===== config.mk =====
export PLATFORM = sky130hd
export DESIGN_NAME = cdb_arbiter
export DESIGN_NICKNAME = d
export VERILOG_FILES = /design/src/rtl/cpu_pkg.sv /design/src/rtl/cdb_result_fifo.sv /design/src/rtl/cdb_arbiter.sv
export SDC_FILE = /design/constraint.sdc
export NUM_CORES = 1
export LEC_CHECK = 0
export CAP_MARGIN = 25
export CORE_MARGIN = 3
export CORE_UTILIZATION = 50
export CTS_CLUSTER_SIZE = 40
export DETAILED_ROUTE_END_ITERATION = 7
export HOLD_SLACK_MARGIN = 0.03
export PLACE_DENSITY = 0.78
export SLEW_MARGIN = 20
export SYNTH_ARGS = -nofsm -noshare
export SYNTH_HDL_FRONTEND = slang
export SYNTH_SLANG_ARGS = --single-unit

===== constraint.sdc =====
create_clock -name clk -period 6.15 [get_ports clk]
set_clock_uncertainty 0.2 [all_clocks]
set_input_delay 0.9225 -clock clk [delete_from_list [all_inputs] [get_ports clk]]
set_output_delay 0.9225 -clock clk [all_outputs]
set_load 0.01 [all_outputs]

===== src/rtl/cpu_pkg.sv =====
// Shared CPU definitions: result widths, functional-unit ids and the CDB entry payload.
package cpu_pkg;

  localparam int unsigned ROB_IDX_W = 4;
  localparam int unsigned DATA_W    = 16;
  localparam int unsigned FU_ID_W   = 2;

  // Functional-unit ids; these double as requester numbers on the CDB arbiter.
  localparam logic [FU_ID_W-1:0] FU_BRANCH = 2'd0;
  localparam logic [FU_ID_W-1:0] FU_LSU    = 2'd1;
  localparam logic [FU_ID_W-1:0] FU_FXU1   = 2'd2;
  localparam logic [FU_ID_W-1:0] FU_FXU0   = 2'd3;

  // One completed result waiting for (or riding on) the common data bus.
  typedef struct packed {
    logic [ROB_IDX_W-1:0] rob_idx;
    logic [DATA_W-1:0]    value;
  } cdb_entry_t;

endpackage


===== src/rtl/cdb_result_fifo.sv =====
// Per-producer result queue in front of the CDB arbiter.
//   clk, rst_n : clock, asynchronous active-low reset
//   push       : write din (ignored when full)
//   pop        : retire the head entry (ignored when empty)
//   flush      : empty the queue; wins over push and pop
//   din        : entry to write
//   dout       : current head entry (valid when count != 0)
//   count      : number of stored entries, 0..DEPTH
module cdb_result_fifo
  import cpu_pkg::*;
#(
  parameter int unsigned DEPTH = 2
) (
  input  logic                       clk,
  input  logic                       rst_n,
  input  logic                       push,
  input  logic                       pop,
  input  logic                       flush,
  input  cdb_entry_t                 din,
  output cdb_entry_t                 dout,
  output logic [$clog2(DEPTH+1)-1:0] count
);

  localparam int unsigned PTR_W = $clog2(DEPTH);
  localparam int unsigned CNT_W = $clog2(DEPTH + 1);

  cdb_entry_t       mem_q [DEPTH];
  cdb_entry_t       mem_d [DEPTH];
  logic [PTR_W-1:0] wr_ptr_q, wr_ptr_d;
  logic [PTR_W-1:0] rd_ptr_q, rd_ptr_d;
  logic [CNT_W-1:0] count_q, count_d;
  logic             do_push;
  logic             do_pop;

  // Pointer/count bookkeeping; DEPTH is a power of two so pointers wrap naturally.
  always_comb begin
    do_push  = push && (count_q != CNT_W'(DEPTH));
    do_pop   = pop && (count_q != '0);
    mem_d    = mem_q;
    wr_ptr_d = wr_ptr_q;
    rd_ptr_d = rd_ptr_q;
    count_d  = count_q;
    if (flush) begin
      wr_ptr_d = '0;
      rd_ptr_d = '0;
      count_d  = '0;
    end else begin
      if (do_push) begin
        mem_d[wr_ptr_q] = din;
        wr_ptr_d        = wr_ptr_q + PTR_W'(1);
      end
      if (do_pop) begin
        rd_ptr_d = rd_ptr_q + PTR_W'(1);
      end
      if (do_push && !do_pop) begin
        count_d = count_q + CNT_W'(1);
      end else if (!do_push && do_pop) begin
        count_d = count_q - CNT_W'(1);
      end
    end
  end

  // State registers.
  always_ff @(posedge clk or negedge rst_n) begin
    if (!rst_n) begin
      for (int i = 0; i < int'(DEPTH); i++) begin
        mem_q[i] <= '0;
      end
      wr_ptr_q <= '0;
      rd_ptr_q <= '0;
      count_q  <= '0;
    end else begin
      mem_q    <= mem_d;
      wr_ptr_q <= wr_ptr_d;
      rd_ptr_q <= rd_ptr_d;
      count_q  <= count_d;
    end
  end

  assign dout  = mem_q[rd_ptr_q];
  assign count = count_q;

endmodule


===== src/rtl/cdb_arbiter.sv =====
// Shares NUM_LANES common-data-bus lanes among NUM_REQ result producers
// (0=branch, 1=LSU, 2=FXU1, 3=FXU0). Each producer has a small result queue;
// a round-robin scheduler drains queue heads onto registered CDB lanes.
//   clk, rst_n   : clock, asynchronous active-low reset
//   flush        : squash everything queued or about to broadcast
//   req_valid    : producer r presents {req_rob_idx, req_value} slice r
//   req_ready    : queue r has space (from registered count only)
//   cdb_valid    : lane l broadcasts this cycle
//   cdb_rob_idx  : ROB index per lane
//   cdb_value    : result value per lane
//   cdb_src      : requester id driving each lane
module cdb_arbiter #(
  parameter int unsigned NUM_REQ   = 4,
  parameter int unsigned NUM_LANES = 2,
  parameter int unsigned IDX_W     = 4,
  parameter int unsigned DATA_W    = 16,
  parameter int unsigned QDEPTH    = 2
) (
  input  logic                        clk,
  input  logic                        rst_n,
  input  logic                        flush,
  input  logic [NUM_REQ-1:0]          req_valid,
  input  logic [NUM_REQ*IDX_W-1:0]    req_rob_idx,
  input  logic [NUM_REQ*DATA_W-1:0]   req_value,
  output logic [NUM_REQ-1:0]          req_ready,
  output logic [NUM_LANES-1:0]        cdb_valid,
  output logic [NUM_LANES*IDX_W-1:0]  cdb_rob_idx,
  output logic [NUM_LANES*DATA_W-1:0] cdb_value,
  output logic [NUM_LANES*2-1:0]      cdb_src
);

  import cpu_pkg::cdb_entry_t;
  import cpu_pkg::ROB_IDX_W;
  import cpu_pkg::FU_ID_W;

  localparam int unsigned RR_W    = (NUM_REQ > 1) ? $clog2(NUM_REQ) : 1;
  localparam int unsigned CNT_W   = $clog2(QDEPTH + 1);
  localparam int unsigned E_VAL_W = cpu_pkg::DATA_W;

  cdb_entry_t          fifo_din  [NUM_REQ];
  cdb_entry_t          fifo_dout [NUM_REQ];
  logic [CNT_W-1:0]    fifo_cnt  [NUM_REQ];
  logic [NUM_REQ-1:0]  push_c;
  logic [NUM_REQ-1:0]  pop_c;
  logic [NUM_REQ-1:0]  nonempty_c;
  logic [NUM_REQ-1:0]  taken_c;
  logic [NUM_LANES-1:0] lane_hit_c;
  logic [RR_W-1:0]     lane_sel_c [NUM_LANES];
  logic [RR_W-1:0]     scan_c;

  logic [RR_W-1:0]             rr_ptr_q, rr_ptr_d;
  logic [NUM_LANES-1:0]        cdb_valid_q, cdb_valid_d;
  logic [NUM_LANES*IDX_W-1:0]  cdb_rob_idx_q, cdb_rob_idx_d;
  logic [NUM_LANES*DATA_W-1:0] cdb_value_q, cdb_value_d;
  logic [NUM_LANES*2-1:0]      cdb_src_q, cdb_src_d;

  // One result queue per producer; ready depends on the registered count alone.
  for (genvar r = 0; r < int'(NUM_REQ); r++) begin : g_req
    assign req_ready[r]  = (fifo_cnt[r] != CNT_W'(QDEPTH));
    assign nonempty_c[r] = (fifo_cnt[r] != '0);
    assign push_c[r]     = req_valid[r] & req_ready[r] & ~flush;
    assign fifo_din[r]   = '{rob_idx: ROB_IDX_W'(req_rob_idx[r*IDX_W +: IDX_W]),
                             value:   E_VAL_W'(req_value[r*DATA_W +: DATA_W])};

    cdb_result_fifo #(
      .DEPTH (QDEPTH)
    ) u_fifo (
      .clk   (clk),
      .rst_n (rst_n),
      .push  (push_c[r]),
      .pop   (pop_c[r]),
      .flush (flush),
      .din   (fifo_din[r]),
      .dout  (fifo_dout[r]),
      .count (fifo_cnt[r])
    );
  end

  // Round-robin pick: lane l takes the l-th non-empty queue scanning from rr_ptr.
  // Each lane rescans but skips queues already granted, so a queue wins at most once.
  always_comb begin
    pop_c      = '0;
    taken_c    = '0;
    lane_hit_c = '0;
    scan_c     = '0;
    rr_ptr_d   = rr_ptr_q;
    for (int unsigned l = 0; l < NUM_LANES; l++) begin
      lane_sel_c[l] = '0;
    end
    for (int unsigned l = 0; l < NUM_LANES; l++) begin
      for (int unsigned i = 0; i < NUM_REQ; i++) begin
        scan_c = RR_W'((32'(rr_ptr_q) + i) % NUM_REQ);
        if (!lane_hit_c[l] && nonempty_c[scan_c] && !taken_c[scan_c]) begin
          lane_hit_c[l]   = 1'b1;
          lane_sel_c[l]   = scan_c;
          taken_c[scan_c] = 1'b1;
          // Later lanes overwrite, so this ends as last granted + 1.
          rr_ptr_d = RR_W'((32'(scan_c) + 32'd1) % NUM_REQ);
        end
      end
    end
    pop_c = taken_c;
    // Flush squashes the pick entirely and leaves the pointer where it was.
    if (flush) begin
      pop_c    = '0;
      rr_ptr_d = rr_ptr_q;
    end
  end

  // Next lane contents; unused lanes are driven to all-zero.
  always_comb begin
    cdb_valid_d   = '0;
    cdb_rob_idx_d = '0;
    cdb_value_d   = '0;
    cdb_src_d     = '0;
    if (!flush) begin
      for (int unsigned l = 0; l < NUM_LANES; l++) begin
        if (lane_hit_c[l]) begin
          cdb_valid_d[l]                   = 1'b1;
          cdb_rob_idx_d[l*IDX_W +: IDX_W]  = IDX_W'(fifo_dout[lane_sel_c[l]].rob_idx);
          cdb_value_d[l*DATA_W +: DATA_W]  = DATA_W'(fifo_dout[lane_sel_c[l]].value);
          cdb_src_d[l*FU_ID_W +: FU_ID_W]  = FU_ID_W'(lane_sel_c[l]);
        end
      end
    end
  end

  // Output lanes and round-robin pointer.
  always_ff @(posedge clk or negedge rst_n) begin
    if (!rst_n) begin
      rr_ptr_q      <= '0;
      cdb_valid_q   <= '0;
      cdb_rob_idx_q <= '0;
      cdb_value_q   <= '0;
      cdb_src_q     <= '0;
    end else begin
      rr_ptr_q      <= rr_ptr_d;
      cdb_valid_q   <= cdb_valid_d;
      cdb_rob_idx_q <= cdb_rob_idx_d;
      cdb_value_q   <= cdb_value_d;
      cdb_src_q     <= cdb_src_d;
    end
  end

  assign cdb_valid   = cdb_valid_q;
  assign cdb_rob_idx = cdb_rob_idx_q;
  assign cdb_value   = cdb_value_q;
  assign cdb_src     = cdb_src_q;

endmodule


Word level (Yosys, flattened, before mapping)

Index checks and enable logic that the tools add are counted.

Register bits after elaboration: 224
Bits in latches: 0
Bits in writable memories: 0
Memory bits (read-only): 0
Bits of input ports: 87
Output and inout bits: 50
Logic and storage cells: 324
Memories kept: 0

Add/sub/neg operators: 22
Multiply operators: 0
Divide/modulo/power cells: 0
Magnitude comparators: 22
Eq/ne operators: 4
Shifts and indexed selects: 0
Multiplexer cells: 135
Bitwise operators: 26
Reductions and logical operators: 82

Operators with widths:

| kind                  | count |
|---|---|
| $mux W20              | 20 |
| $bwmux W40            | 4 |
| $bmux W20 S2          | 2 |
| $demux W20 S1         | 4 |
| $mux W2               | 31 |
| $mux W4               | 12 |
| $mux W1               | 42 |
| $logic_and A1 B1 Y1   | 38 |
| $mux W16              | 2 |
| $mux W32              | 1 |
| $or A4 B4 Y4          | 7 |
| $bmux W1 S2           | 12 |
| $reduce_bool A2 Y1    | 12 |
| $logic_not A1 Y1      | 22 |
| $add A2 B1 Y2 const B | 8 |
| $ge A2 B2 Y1 const B  | 8 |
| $not A1 Y2            | 8 |
| $lt A2 B3 Y1 const B  | 4 |
| $reduce_bool A3 Y1    | 4 |
| $reduce_and A2 Y1     | 5 |
| $add A1 B1 Y1 const B | 8 |
| $and A1 B1 Y1         | 8 |
| $demux W1 S2          | 4 |
| $ge A2 B1 Y1 const B  | 4 |
| other kinds (9)       | 21 |

Logic depth before layout (Yosys ltp)

Gate-level depths: netlist of the first run.

Depth after elaboration: 46
Mapped depth: 19
Depth with buffers taken out: 14

Cells and area by module

From an unflattened synthesis of the first run, not the netlist that was laid out.

Cells, all modules: 949
Area, all modules: 12050.3 µm²

Modules (own cells, without submodules):

| module                                | times used | cells each | area an instance (µm²) | sequential area each (µm²) |
|---|---|---|---|---|
| cdb_result_fifo (g_req[0].u_fifo ...) | 3          | 130        | 2037.0                 | 1101.1 |
| cdb_arbiter                           | 1          | 429        | 3898.7                 | 1201.2 |
| cdb_result_fifo (g_req[3].u_fifo)     | 1          | 130        | 2040.7                 | 1101.1 |

Least setup slack after synthesis of the first run

OpenSTA, ideal clock, no wires.

Kind: reg2reg
Start point: reg rr_ptr_q[0]
End point: reg cdb_value_q[20], in the netlist cdb_value[20]
Setup time: 0.096 ns
Arrival: 4.775 ns
Data required time: 5.854 ns
Path slack: 1.079 ns
Stages on the path, launching flop included: 19
Buffers on the path: 4
Period minus slack after synthesis: 5.071 ns
Cell sequence: dfrtp_1 -> inv_1 -> clkbuf_1 -> ha_1 -> inv_1 -> clkbuf_1 -> mux4_2 -> nor2_2 -> a221oi_2 -> a31oi_1 -> a21oi_1 -> nand2_1 -> a22o_1 -> and3_4 -> buf_6 -> a311oi_4 -> buf_4 -> mux2_2 -> o32ai_2

Word-level cells in the longest chain between the ends: 46
Elaborated cells between the ends (all ways): 105
Classes of those cells: add/sub: 3; order compare: 8; mux: 55; bitwise: 7; reduce/logical: 32

RTL lines:

| element                                                              | line                                 | source |
|---|---|---|
| start, declared                                                      | cdb_arbiter.sv:51                    | `logic [RR_W-1:0] rr_ptr_q, rr_ptr_d;` |
| start signal, assigned                                               | cdb_arbiter.sv:137                   | `rr_ptr_q <= rr_ptr_d;` |
| $lt A2 B3 Y1 (implied by the code), or another cell as far along     | cdb_arbiter.sv:96                    | `taken_c[scan_c] = 1'b1;` |
| $logic_and A1 B1 Y1 (implied by the code) or $mux W1 (tied branches) | cdb_arbiter.sv:96, cdb_arbiter.sv:93 |  |
| $mux W1 (implied by the code) or $logic_not A1 Y1 (tied branches)    | cdb_arbiter.sv:96, cdb_arbiter.sv:93 |  |
| $demux W1 S2 or $logic_and A1 B1 Y1 (tied branches)                  | cdb_arbiter.sv:96, cdb_arbiter.sv:93 |  |
| $mux W4                                                              | cdb_arbiter.sv:93                    | `if (!lane_hit_c[l] && nonempty_c[scan_c] && !taken_c[scan_c]) begin` |
| $bmux W1 S2                                                          | cdb_arbiter.sv:93                    |  |
| $mux W1 (implied by the code)                                        | cdb_arbiter.sv:93                    |  |
| $logic_not A1 Y1                                                     | cdb_arbiter.sv:93                    |  |
| [30 not listed]                                                      | n/a                                  |  |
| $logic_and A1 B1 Y1                                                  | cdb_arbiter.sv:93                    |  |
| $mux W2                                                              | cdb_arbiter.sv:93                    |  |
| $not A2 Y3 (implied by the code)                                     | cdb_arbiter.sv:121                   | `cdb_value_d[l*DATA_W +: DATA_W] = DATA_W'(fifo_dout[lane_sel_c[l]].value);` |
| $bmux W20 S2                                                         | cdb_arbiter.sv:121                   |  |
| $mux W20 (implied by the code) (2 in series)                         | cdb_arbiter.sv:121                   |  |
| $mux W16 (*)                                                         | cdb_arbiter.sv:118                   | `if (lane_hit_c[l]) begin` |
| $mux W32 (*)                                                         | cdb_arbiter.sv:116                   | `if (!flush) begin` |
| named net cdb_value_d[20]                                            | cdb_arbiter.sv:54                    | `logic [NUM_LANES*DATA_W-1:0] cdb_value_q, cdb_value_d;` |
| end signal, assigned                                                 | cdb_arbiter.sv:140                   | `cdb_value_q <= cdb_value_d;` |
| end, declared                                                        | cdb_arbiter.sv:54                    |  |

Mark *: on every way through the listed nets, which the timed path passes. The rest lies on a longest branch. The select of a mux whose other input is x is not followed.
A chain may end at the register's enable or synchronous reset.

Worst setup path after layout of the first run

Start point: reg rr_ptr_q[0]
End point: reg g_req[3].u_fifo.rd_ptr_q

Word-level cells in the longest chain between the ends: 43
Elaborated cells between the ends (all ways): 99
Classes of those cells: add/sub: 3; order compare: 8; mux: 47; bitwise: 7; reduce/logical: 34

RTL lines:

| element                                                              | line                                 | source |
|---|---|---|
| $lt A2 B3 Y1 (implied by the code), or another cell as far along     | cdb_arbiter.sv:96                    |  |
| $logic_and A1 B1 Y1 (implied by the code) or $mux W1 (tied branches) | cdb_arbiter.sv:96, cdb_arbiter.sv:93 |  |
| $mux W1 (implied by the code) or $logic_not A1 Y1 (tied branches)    | cdb_arbiter.sv:96, cdb_arbiter.sv:93 |  |
| $demux W1 S2 or $logic_and A1 B1 Y1 (tied branches)                  | cdb_arbiter.sv:96, cdb_arbiter.sv:93 |  |
| $mux W4                                                              | cdb_arbiter.sv:93                    |  |
| $bmux W1 S2                                                          | cdb_arbiter.sv:93                    |  |
| $mux W1 (implied by the code)                                        | cdb_arbiter.sv:93                    |  |
| $logic_not A1 Y1                                                     | cdb_arbiter.sv:93                    |  |
| [27 not listed]                                                      | n/a                                  |  |
| $bmux W1 S2                                                          | cdb_arbiter.sv:93                    |  |
| $mux W1 (implied by the code)                                        | cdb_arbiter.sv:93                    |  |
| $logic_not A1 Y1                                                     | cdb_arbiter.sv:93                    |  |
| $logic_and A1 B1 Y1                                                  | cdb_arbiter.sv:93                    |  |
| $mux W4 (*)                                                          | cdb_arbiter.sv:93                    |  |
| $mux W4 (*)                                                          | cdb_arbiter.sv:104                   | `if (flush) begin` |
| $logic_and A1 B1 Y1 (*)                                              | cdb_result_fifo.sv:38                | `do_pop = pop && (count_q != '0);` |
| $reduce_bool A2 Y1 (no line) (*)                                     | n/a                                  |  |
| end signal, assigned                                                 | cdb_result_fifo.sv:75                | `rd_ptr_q <= rd_ptr_d;` |
| end, declared                                                        | cdb_result_fifo.sv:30                | `logic [PTR_W-1:0] rd_ptr_q, rd_ptr_d;` |

Mark *: on every way between the ends. The rest lies on a longest branch, timed or not. The select of a mux whose other input is x is not followed.

==> impl_metrics.py, run 1 <==
metrics = {
    "status": {
        "status": "completed",
    },
    "timing": {
        "tns_ns": 0,
        "fin_crit_sh": 0.834,
        "hold_viol": 0,
        "setup_violations": 0,
        "tightest_slew_ns": 0.968,
        "max_clock_freq_ghz": 0.195,
        "slew_headroom": 0.355,
        "rsz0062_at_grt": "false",
        "report.final.slew_viol_count": 0,
        "finalCriticalPeriod_ns": 5.13,
    },
    "routing": {
        "dr_total_vias": 8055,
        "wl_per_cell_um": 22.9,
        "dr.first_iter.drc_count": 457,
        "drtPass1Iterations": 5,
        "ant_nets": 0,
        "routed_wirelength_um": 31500,
        "remaining_drc_errors": 0,
        "routed_via_density": 5.87,
    },
    "logic_synthesis": {
        "yosysWarnings": 0,
        "synth.cell_area_sq_um": 11700,
        "avgSynthCellArea_sq_um": 12.8,
        "ys_seq_elements": 224,
        "netlist_instances": 912,
        "synth.area.top_cells": "dfrtp_1, mux2_2, mux2i_1",
        "synthArstFlopShare": 1.00,
        "synth.top_cell.area_share": 0.480,
        "ys.flop_type": "dfrtp_1",
        "synth-edff-count": 0,
        "yosysTopAreaCell": "dfrtp_1",
        "seq_area_frac_synth": 0.480,
        "yosysUniqueCellTypes": 62,
        "synth_nets": 1007,
    },
    "finish": {
        "final_cell_mix": "mux2_2, dfrtp_1, clkdlybuf4s50_1",
        "final_common_cell": "mux2_2",
        "final_util": 0.627,
        "fillers": 1750,
        "syn2layout_area_growth_pct": 22.2,
        "fin_nets": 1136,
        "drive_above_1_share": 0.336,
        "num_antenna_cells": 0,
    },
    "grt": {
        "grt_pass1_vias": 8536,
        "grt_overflow": 0,
        "grt.total_usage": 0.248,
        "antenna_found_initial": 0,
        "grt_first_pass_wirelength_um": 49600,
        "grt_max_degree": 118,
    },
    "critical_path": {
        "rrSetupSlack_ns": 1.02,
        "crit_path_end_kind": "flip-flop",
        "path_max_fanout": 19,
        "startpoint_type": "flip-flop",
        "critPathKind": "reg -> reg",
        "required_ns": 6.39,
        "arrival_ns": 5.37,
    },
    "clock_network": {
        "path_clk_slew_ns": 0.06,
        "cts_made_buffers": 25,
        "clk_path_buf_depth": 3,
        "cts_resized": 0,
        "cts_hold_buf": 0,
        "postCtsSetupBuffers": 0,
        "clock_latency_ns": 0.53,
        "cts_root_buf": "clkbuf_16",
        "cts_num_sinks": 224,
        "htree_levels": 1,
        "cts_tree": "yes",
    },
    "floorplanning": {
        "placement_rows": 55,
        "initial_core_util": 0.513,
        "io_pins": 137,
        "core-area_sq_um": 22800,
        "die_y_um": 159,
        "die_w_um": 159,
        "dieArea_sq_um": 25200,
    },
    "placement": {
        "gp_congestion": 0.972,
        "io_buffers": 136,
        "hpwl_um": 22400,
    },
    "job": {
        "maxCapViolCount": 0,
    },
    "hold_path": {
        "hold_class": "in -> async",
    },
}
[sequential cells by signal, indices dropped and copies added (netlist names)]
name / flops
rr_ptr_q: 2
cdb_valid: 2
g_req.u_fifo.rd_ptr_q: 4
g_req.u_fifo.wr_ptr_q: 4
cdb_src: 4
cdb_value: 32
g_req.u_fifo.mem_q: 160
g_req.u_fifo.count: 8
cdb_rob_idx: 8
[stage by stage]
step,std cells,area [sq um],worst slack [ns],hold slack (ns)
6_report,1373,14300,1.02,0.275
3_5_place_dp,1327,13400,1.11,0.292
3_3_place_gp,1325,13400,1.13,0.282
4_1_cts,1373,14300,1.07,0.301
2_1_floorplan,912,11700,1.08,0.274
5_1_grt,1373,14300,0.592,0.313
[worst paths after layout]
kind | cells after the start | endpoint | from
max | 15 | g_req[3].u_fifo.rd_ptr_q | rr_ptr_q[0]
min | 1 | g_req[0].u_fifo.mem_q[21] | rst_n
max reg2reg | 15 | g_req[3].u_fifo.rd_ptr_q | rr_ptr_q[0]
min reg2reg | 1 | g_req[1].u_fifo.mem_q[31] | g_req[1].u_fifo.mem_q[31]
max in group asynchronous | 2 | cdb_rob_idx[2] | rst_n
min in group clk | 1 | g_req[1].u_fifo.mem_q[31] | g_req[1].u_fifo.mem_q[31]
[kinds of logic (layout without fill, tap and decap cells)]
| family | Yosys count | count (layout) | share of synthesized area |
|---|---|---|---|
| muxes | 352 | 352 | 0.335 |
| DFF | 224 | 224 | 0.480 |
| and+or+nand+nor | 134 | 134 | 0.0560 |
| AOI/OAI and AO/OA | 116 | 116 | 0.0874 |
| buffers and inverters | 72 | 220 | 0.0287 |
| adders and majority gates | 8 | 8 | 0.00857 |
| xor gates and xnor gates | 6 | 6 | 0.00450 |
[routing by layer]
layer / global-route usage / share of wire / wire length, um / vias up
li1: - / - / - / 3650
met1: 0.321 / 0.41 / 12800 / 4087
met5: 0 / 0 / 0 / -
met3: 0.0339 / 0.051 / 1620 / 63
met4: 0.0820 / 0.036 / 1140 / 0
met2: 0.431 / 0.51 / 16000 / 255
[worst max-delay path, cell delays in order, from the launching register on]
cell and delay, ns:
dfrtp_1 0.34, inv_1 0.04, buf_4 0.20, ha_1 0.57, inv_1 0.12, mux4_2 0.44, nor4_4 0.51, a221oi_2 0.15
a22oi_4 0.24, o221ai_1 0.23, a31oi_1 0.32, o2111ai_1 0.20, a311oi_2 0.55, a31oi_1 0.37, or3_1 0.40, a21oi_1 0.15
[layout make-up]
class                      instances  area (sq um)  share of cell area
sequential                       224          5610               0.392
multi-input combinational        616          5800               0.406
clock buffer                      38           734              0.0514
clock inverter                     8           108             0.00753
timing repair buffer             162          1600               0.112
inverter                          12          45.0             0.00315
tap                              313           392              0.0274
[synthesized netlist by cell type (all sizes together) (5+ instances only)]
library cell  instances
buf                  14
mux4                  7
or3                   5
mux2i               104
nor3                 10
a21oi                20
nand4                 7
a211oi                7
clkbuf               46
o21ai                17
nand2                31
a31oi                16
dfrtp               224
o211ai                7
nand3                 9
inv                  11
nor2                 51
ha                    8
mux2                241
o32ai                20
Power of run 1 is left out: the tool's default activity adds up to more than one toggle a clock period on the data nets, which glitch-free logic cannot reach.
==> run 2, diff against run 1 <==
--- a/config.mk
+++ b/config.mk
@@ -11,7 +11,7 @@
 export CTS_CLUSTER_SIZE = 40
 export DETAILED_ROUTE_END_ITERATION = 7
 export HOLD_SLACK_MARGIN = 0.03
-export PLACE_DENSITY = 0.78
+export PLACE_DENSITY = 0.8
 export SLEW_MARGIN = 20
 export SYNTH_ARGS = -nofsm -noshare
 export SYNTH_HDL_FRONTEND = slang
==> constraint.sdc (replaced) <==
create_clock -name clk -period 4.7 [get_ports clk]
set_clock_uncertainty 0.2 [all_clocks]
set_input_delay 0.705 -clock clk [delete_from_list [all_inputs] [get_ports clk]]
set_output_delay 0.705 -clock clk [all_outputs]
set_load 0.01 [all_outputs]
==> run 2 against run 1 <==
Effect of this change: critical path depth down 1; die area unchanged; routed wire length down 1.6%; critical endpoint is now cdb_value[21]; highest routed layer unchanged.
==> impl_metrics.py, run 2 (synthesized netlist as in run 1, its figures left out) <==
metrics = {
    "timing": {
        "slew_headroom": 0.346,
        "tightest_slew_ns": 0.979,
        "report.final.slew_viol_count": 0,
        "fin_crit_sh": 0.978,
        "finalCriticalPeriod_ns": 4.60,
        "setup_violations": 0,
        "hold_viol": 0,
        "max_clock_freq_ghz": 0.218,
        "tns_ns": 0,
    },
    "clock_network": {
        "path_clk_slew_ns": 0.06,
        "cts_tree": "yes",
        "cts_root_buf": "clkbuf_16",
        "cts_num_sinks": 224,
        "clock_latency_ns": 0.52,
        "clk_path_buf_depth": 3,
        "htree_levels": 1,
        "cts_made_buffers": 25,
    },
    "critical_path": {
        "crit_chain": "or2_2 > mux4_2 > a22o_1 > a31oi_1 > nand3_2 > o22ai_1 > o211ai_1 > o2111ai_1 > nand2_1 > a311oi_4 > buf_4 > clkbuf_16 > mux2_2 > o32ai_2",
        "reg2reg_from": "g_req[3].u_fifo.count[0]",
        "arrival_ns": 4.82,
        "startpoint_type": "flip-flop",
        "slowest_delay_ns": 0.57,
        "path_max_fanout": 21,
        "r2r_cells": 14,
        "timing.rr.end": "cdb_value[21]",
        "critPathKind": "reg -> reg",
        "rrSetupSlack_ns": 0.10,
        "crit_path_end_kind": "flip-flop",
        "crit_path_start": "g_req[3].u_fifo.count[0]",
        "required_ns": 4.92,
        "slowest_stage": "mux4_2",
    },
    "placement": {
        "io_buffers": 136,
        "gp_congestion": 0.903,
        "dp_cells": 1342,
        "hpwl_um": 22100,
    },
    "finish": {
        "fin_cells": 1394,
        "regArea_sq_um": 5610,
        "drive_above_1_share": 0.360,
        "syn2layout_area_growth_pct": 24.5,
        "multi_input_area_sq_um": 5870,
        "final_cell_mix": "mux2_2, dfrtp_1, clkdlybuf4s50_1",
        "num_antenna_cells": 0,
        "largest_reg_flops": 160,
        "top_register": "g_req.u_fifo.mem_q",
        "final_common_cell": "mux2_2",
        "fin_nets": 1161,
        "fillers": 1708,
    },
    "floorplanning": {
        "initial_core_util": 0.513,
        "core-area_sq_um": 22800,
        "placement_rows": 55,
        "die_w_um": 159,
        "io_pins": 137,
        "die_y_um": 159,
        "dieArea_sq_um": 25200,
    },
    "routing": {
        "dr.first_iter.drc_count": 471,
        "routed_via_density": 5.81,
        "remaining_drc_errors": 0,
        "routed_wirelength_um": 31000,
        "ant_nets": 0,
        "dr_total_vias": 8099,
        "wl_per_cell_um": 22.2,
        "drtPass1Iterations": 5,
    },
    "job": {
        "maxCapViolCount": 0,
    },
    "grt": {
        "grt.total_usage": 0.241,
        "grt_first_pass_wirelength_um": 48500,
        "grt_max_degree": 88,
        "grt_overflow": 0,
        "antenna_found_initial": 0,
        "grt_pass1_vias": 8670,
    },
    "status": {
        "status": "completed",
    },
    "hold_path": {
        "hold_class": "in -> async",
    },
}
## run 2: critical path, delay by kind of cell, from the launching register on
kind            cells  cell delay, ns
compound gates      7            1.84
buf+inv             2            0.35
mux                 2            0.92
simple gates        3            0.71
flops               1            0.44
## run 2: per-stage QoR
stage               hold WS [ns]   util  setup slack (ns)  area (sq um)
floorplan                  0.209      -            0.0166         11700
global placement           0.283  0.594            0.0802         13500
detailed placement         0.288  0.596            0.0407         13600
CTS                       0.0734  0.632            0.0132         14400
global route              0.0946  0.638           -0.0131         14500
finish                    0.0436  0.638             0.103         14500
## run 2: area by class of cell
cell class,instances,area share
repair buffers,187,0.124
well taps,313,0.0269
clock buffers,38,0.0512
multi-input cells,616,0.404
flip-flops and latches,224,0.386
clock inverters,4,0.00525
inverters,12,0.00310
## run 2: timing repair
action                     CTS  global route
buffers inserted             0             9
hold buffers                 0             0
setup endpoints to repair    0            31
gates resized for setup      0            13
## run 2: worst max-delay path by stage
stage | to | cells after the start
after CTS | cdb_value[28] | 13
final | cdb_value[21] | 14
after global routing | cdb_value[31] | 14
after floorplan | cdb_value[20] | 17
after global placement | g_req[2].u_fifo.count[0] | 13
after detailed placement | cdb_value[20] | 13
## run 2: routing by layer
metal | wire [um] | vias up | track usage
met2 | 15800 | 256 | 0.428
li1 | - | 3679 | -
met1 | 12700 | 4108 | 0.304
met4 | 995 | 0 | 0.0804
met3 | 1490 | 56 | 0.0316
met5 | 0 | - | 0
Power of run 2 is left out for the same reason.
==> run 3, diff against run 2 <==
--- a/config.mk
+++ b/config.mk
@@ -11,7 +11,8 @@
 export CTS_CLUSTER_SIZE = 40
 export DETAILED_ROUTE_END_ITERATION = 7
 export HOLD_SLACK_MARGIN = 0.03
-export PLACE_DENSITY = 0.8
+export MAX_ROUTING_LAYER = met4
+export PLACE_DENSITY = 0.75
 export SLEW_MARGIN = 20
 export SYNTH_ARGS = -nofsm -noshare
 export SYNTH_HDL_FRONTEND = slang
==> run 3 against run 2 <==
Effect of this change: setup slack better by 0.037 ns; global-route usage is 0.32 points higher; worst hold slack worse by 0.017 ns; critical path type unchanged; largest cell class unchanged.
==> impl_metrics.py, run 3 (synthesized netlist as in run 1, its figures left out) <==
metrics = {
    "status": {
        "status": "completed",
    },
    "job": {
        "maxCapViolCount": 0,
    },
    "clock_network": {
        "clk_path_buf_depth": 3,
        "cts_hold_buf": 0,
        "cts_num_sinks": 224,
        "cts_made_buffers": 25,
        "path_clk_slew_ns": 0.06,
        "clock_latency_ns": 0.53,
        "cts_root_buf": "clkbuf_16",
        "cts_tree": "yes",
        "htree_levels": 1,
    },
    "finish": {
        "drive_above_1_share": 0.364,
        "final_common_cell": "mux2_2",
        "largest_reg_flops": 160,
        "top_register": "g_req.u_fifo.mem_q",
        "num_antenna_cells": 0,
        "fin_nets": 1168,
        "syn2layout_area_growth_pct": 24.7,
        "stdcell_area_sq_um": 14600,
        "final_cell_mix": "mux2_2, dfrtp_1, clkdlybuf4s50_1",
        "final_util": 0.640,
    },
    "critical_path": {
        "crit_path_start": "g_req[2].u_fifo.count[1]",
        "required_ns": 4.93,
        "path_max_fanout": 20,
        "cp.depth": 15,
        "critPathKind": "reg -> reg",
        "startpoint_type": "flip-flop",
        "arrival_ns": 4.79,
        "r2r_cells": 15,
        "slowest_delay_ns": 0.51,
        "slowest_stage": "mux4_2",
        "crit_chain": "or2_1 > mux4_2 > buf_6 > nor4_4 > a221oi_2 > a22oi_4 > o221a_4 > o311ai_1 > a22o_1 > and3_4 > a311oi_4 > buf_4 > buf_12 > mux2_2 > o32ai_2",
        "crit_path_end_kind": "flip-flop",
        "crit_family": "compound AO/OA/AOI/OAI gates",
        "reg2reg_from": "g_req[2].u_fifo.count[1]",
        "timing.rr.end": "cdb_value[17]",
        "critPathCapture": "cdb_value[17]",
        "critical_path_buf_inv_count": 3,
        "rrSetupSlack_ns": 0.14,
    },
    "grt": {
        "grt.total_usage": 0.244,
        "grt_max_degree": 110,
        "grt_pass1_vias": 8564,
        "grt_overflow": 0,
        "grt_first_pass_wirelength_um": 47700,
        "antenna_found_initial": 0,
    },
    "timing": {
        "setup_violations": 0,
        "rsz0062_at_grt": "false",
        "slew_headroom": 0.352,
        "hold_viol": 0,
        "finalCriticalPeriod_ns": 4.56,
        "fin_crit_sh": 0.970,
        "max_clock_freq_ghz": 0.219,
        "tightest_slew_ns": 0.972,
        "hold_slack_ns": 0.0269,
        "tns_ns": 0,
        "report.final.slew_viol_count": 0,
    },
    "placement": {
        "postPlaceCellArea_sq_um": 13600,
        "hpwl_um": 22100,
        "gp_congestion": 0.955,
        "io_buffers": 136,
    },
    "routing": {
        "wl_per_cell_um": 21.8,
        "dr.first_iter.drc_count": 380,
        "remaining_drc_errors": 0,
        "routed_wirelength_um": 30500,
        "drtPass1Iterations": 5,
        "ant_nets": 0,
        "dr_total_vias": 7970,
        "routed_via_density": 5.69,
    },
    "floorplanning": {
        "dieArea_sq_um": 25200,
        "initial_core_util": 0.513,
        "io_pins": 137,
        "placement_rows": 55,
        "core-area_sq_um": 22800,
        "die_w_um": 159,
        "die_y_um": 159,
    },
    "hold_path": {
        "hold_class": "in -> async",
    },
}
[run 3: cell types whose count changed in the layout (fill, tap and decap cells not counted), moves of 3 or more]
cell,delta
a31oi_2,-3
buf_4,+7
nor2_1,-3
a31oi_1,+3
nor2_2,+4
[run 3: worst min path at each step]
stage                             start                        end  slack [ns]  depth (start not counted)
6_report                          rst_n  g_req[0].u_fifo.mem_q[24]        0.03                          1
3_3_place_gp   g_req[3].u_fifo.mem_q[1]   g_req[3].u_fifo.mem_q[1]        0.28                          1
4_1_cts                           rst_n  g_req[0].u_fifo.mem_q[24]        0.06                          1
2_1_floorplan                     rst_n             cdb_rob_idx[0]        0.21                          0
3_5_place_dp   g_req[3].u_fifo.mem_q[1]   g_req[3].u_fifo.mem_q[1]        0.29                          1
5_1_grt                           rst_n  g_req[0].u_fifo.mem_q[21]        0.09                          1
[run 3: routing by layer]
metal | share of wire | up-vias | global-route usage | routed length (um)
met4 | 0.033 | 0 | 0.0708 | 1010
met5 | 0 | - | - | 0
li1 | - | 3685 | - | -
met1 | 0.40 | 4004 | 0.290 | 12100
met3 | 0.053 | 57 | 0.0373 | 1630
met2 | 0.52 | 224 | 0.432 | 15800
[run 3: stage by stage]
step	setup WS, ns	std cells
2_1_floorplan	0.0166	912
3_3_place_gp	0.0121	1352
3_5_place_dp	0.0410	1353
4_1_cts	0.0589	1395
5_1_grt	0.00423	1401
6_report	0.141	1401
[run 3: worst reg2reg max path, cell delays in order, from the launching register on]
cell and delay [ns]:
dfrtp_2 0.45, or2_1 0.27, mux4_2 0.51, buf_6 0.18
nor4_4 0.37, a221oi_2 0.14, a22oi_4 0.27, o221a_4 0.27
o311ai_1 0.13, a22o_1 0.23, and3_4 0.23, a311oi_4 0.28
buf_4 0.17, buf_12 0.16, mux2_2 0.37, o32ai_2 0.21
[run 3: what timing repair did]
item                       CTS  global route
gates cloned                 0             1
resized for setup            0            12
pin swaps                    1             4
buffers inserted             0             5
hold endpoints to repair     0             0
setup endpoints to repair    1            26
[run 3: layout make-up]
cell class,instances,area [sq um]
inverter,12,45.0
clock inverter,7,105
multi-input combinational,616,5840
fill,1732,8200
clock buffer,35,723
tap,313,392
sequential,224,5610
timing repair buffer,194,1860
Power of run 3 is left out for the same reason.
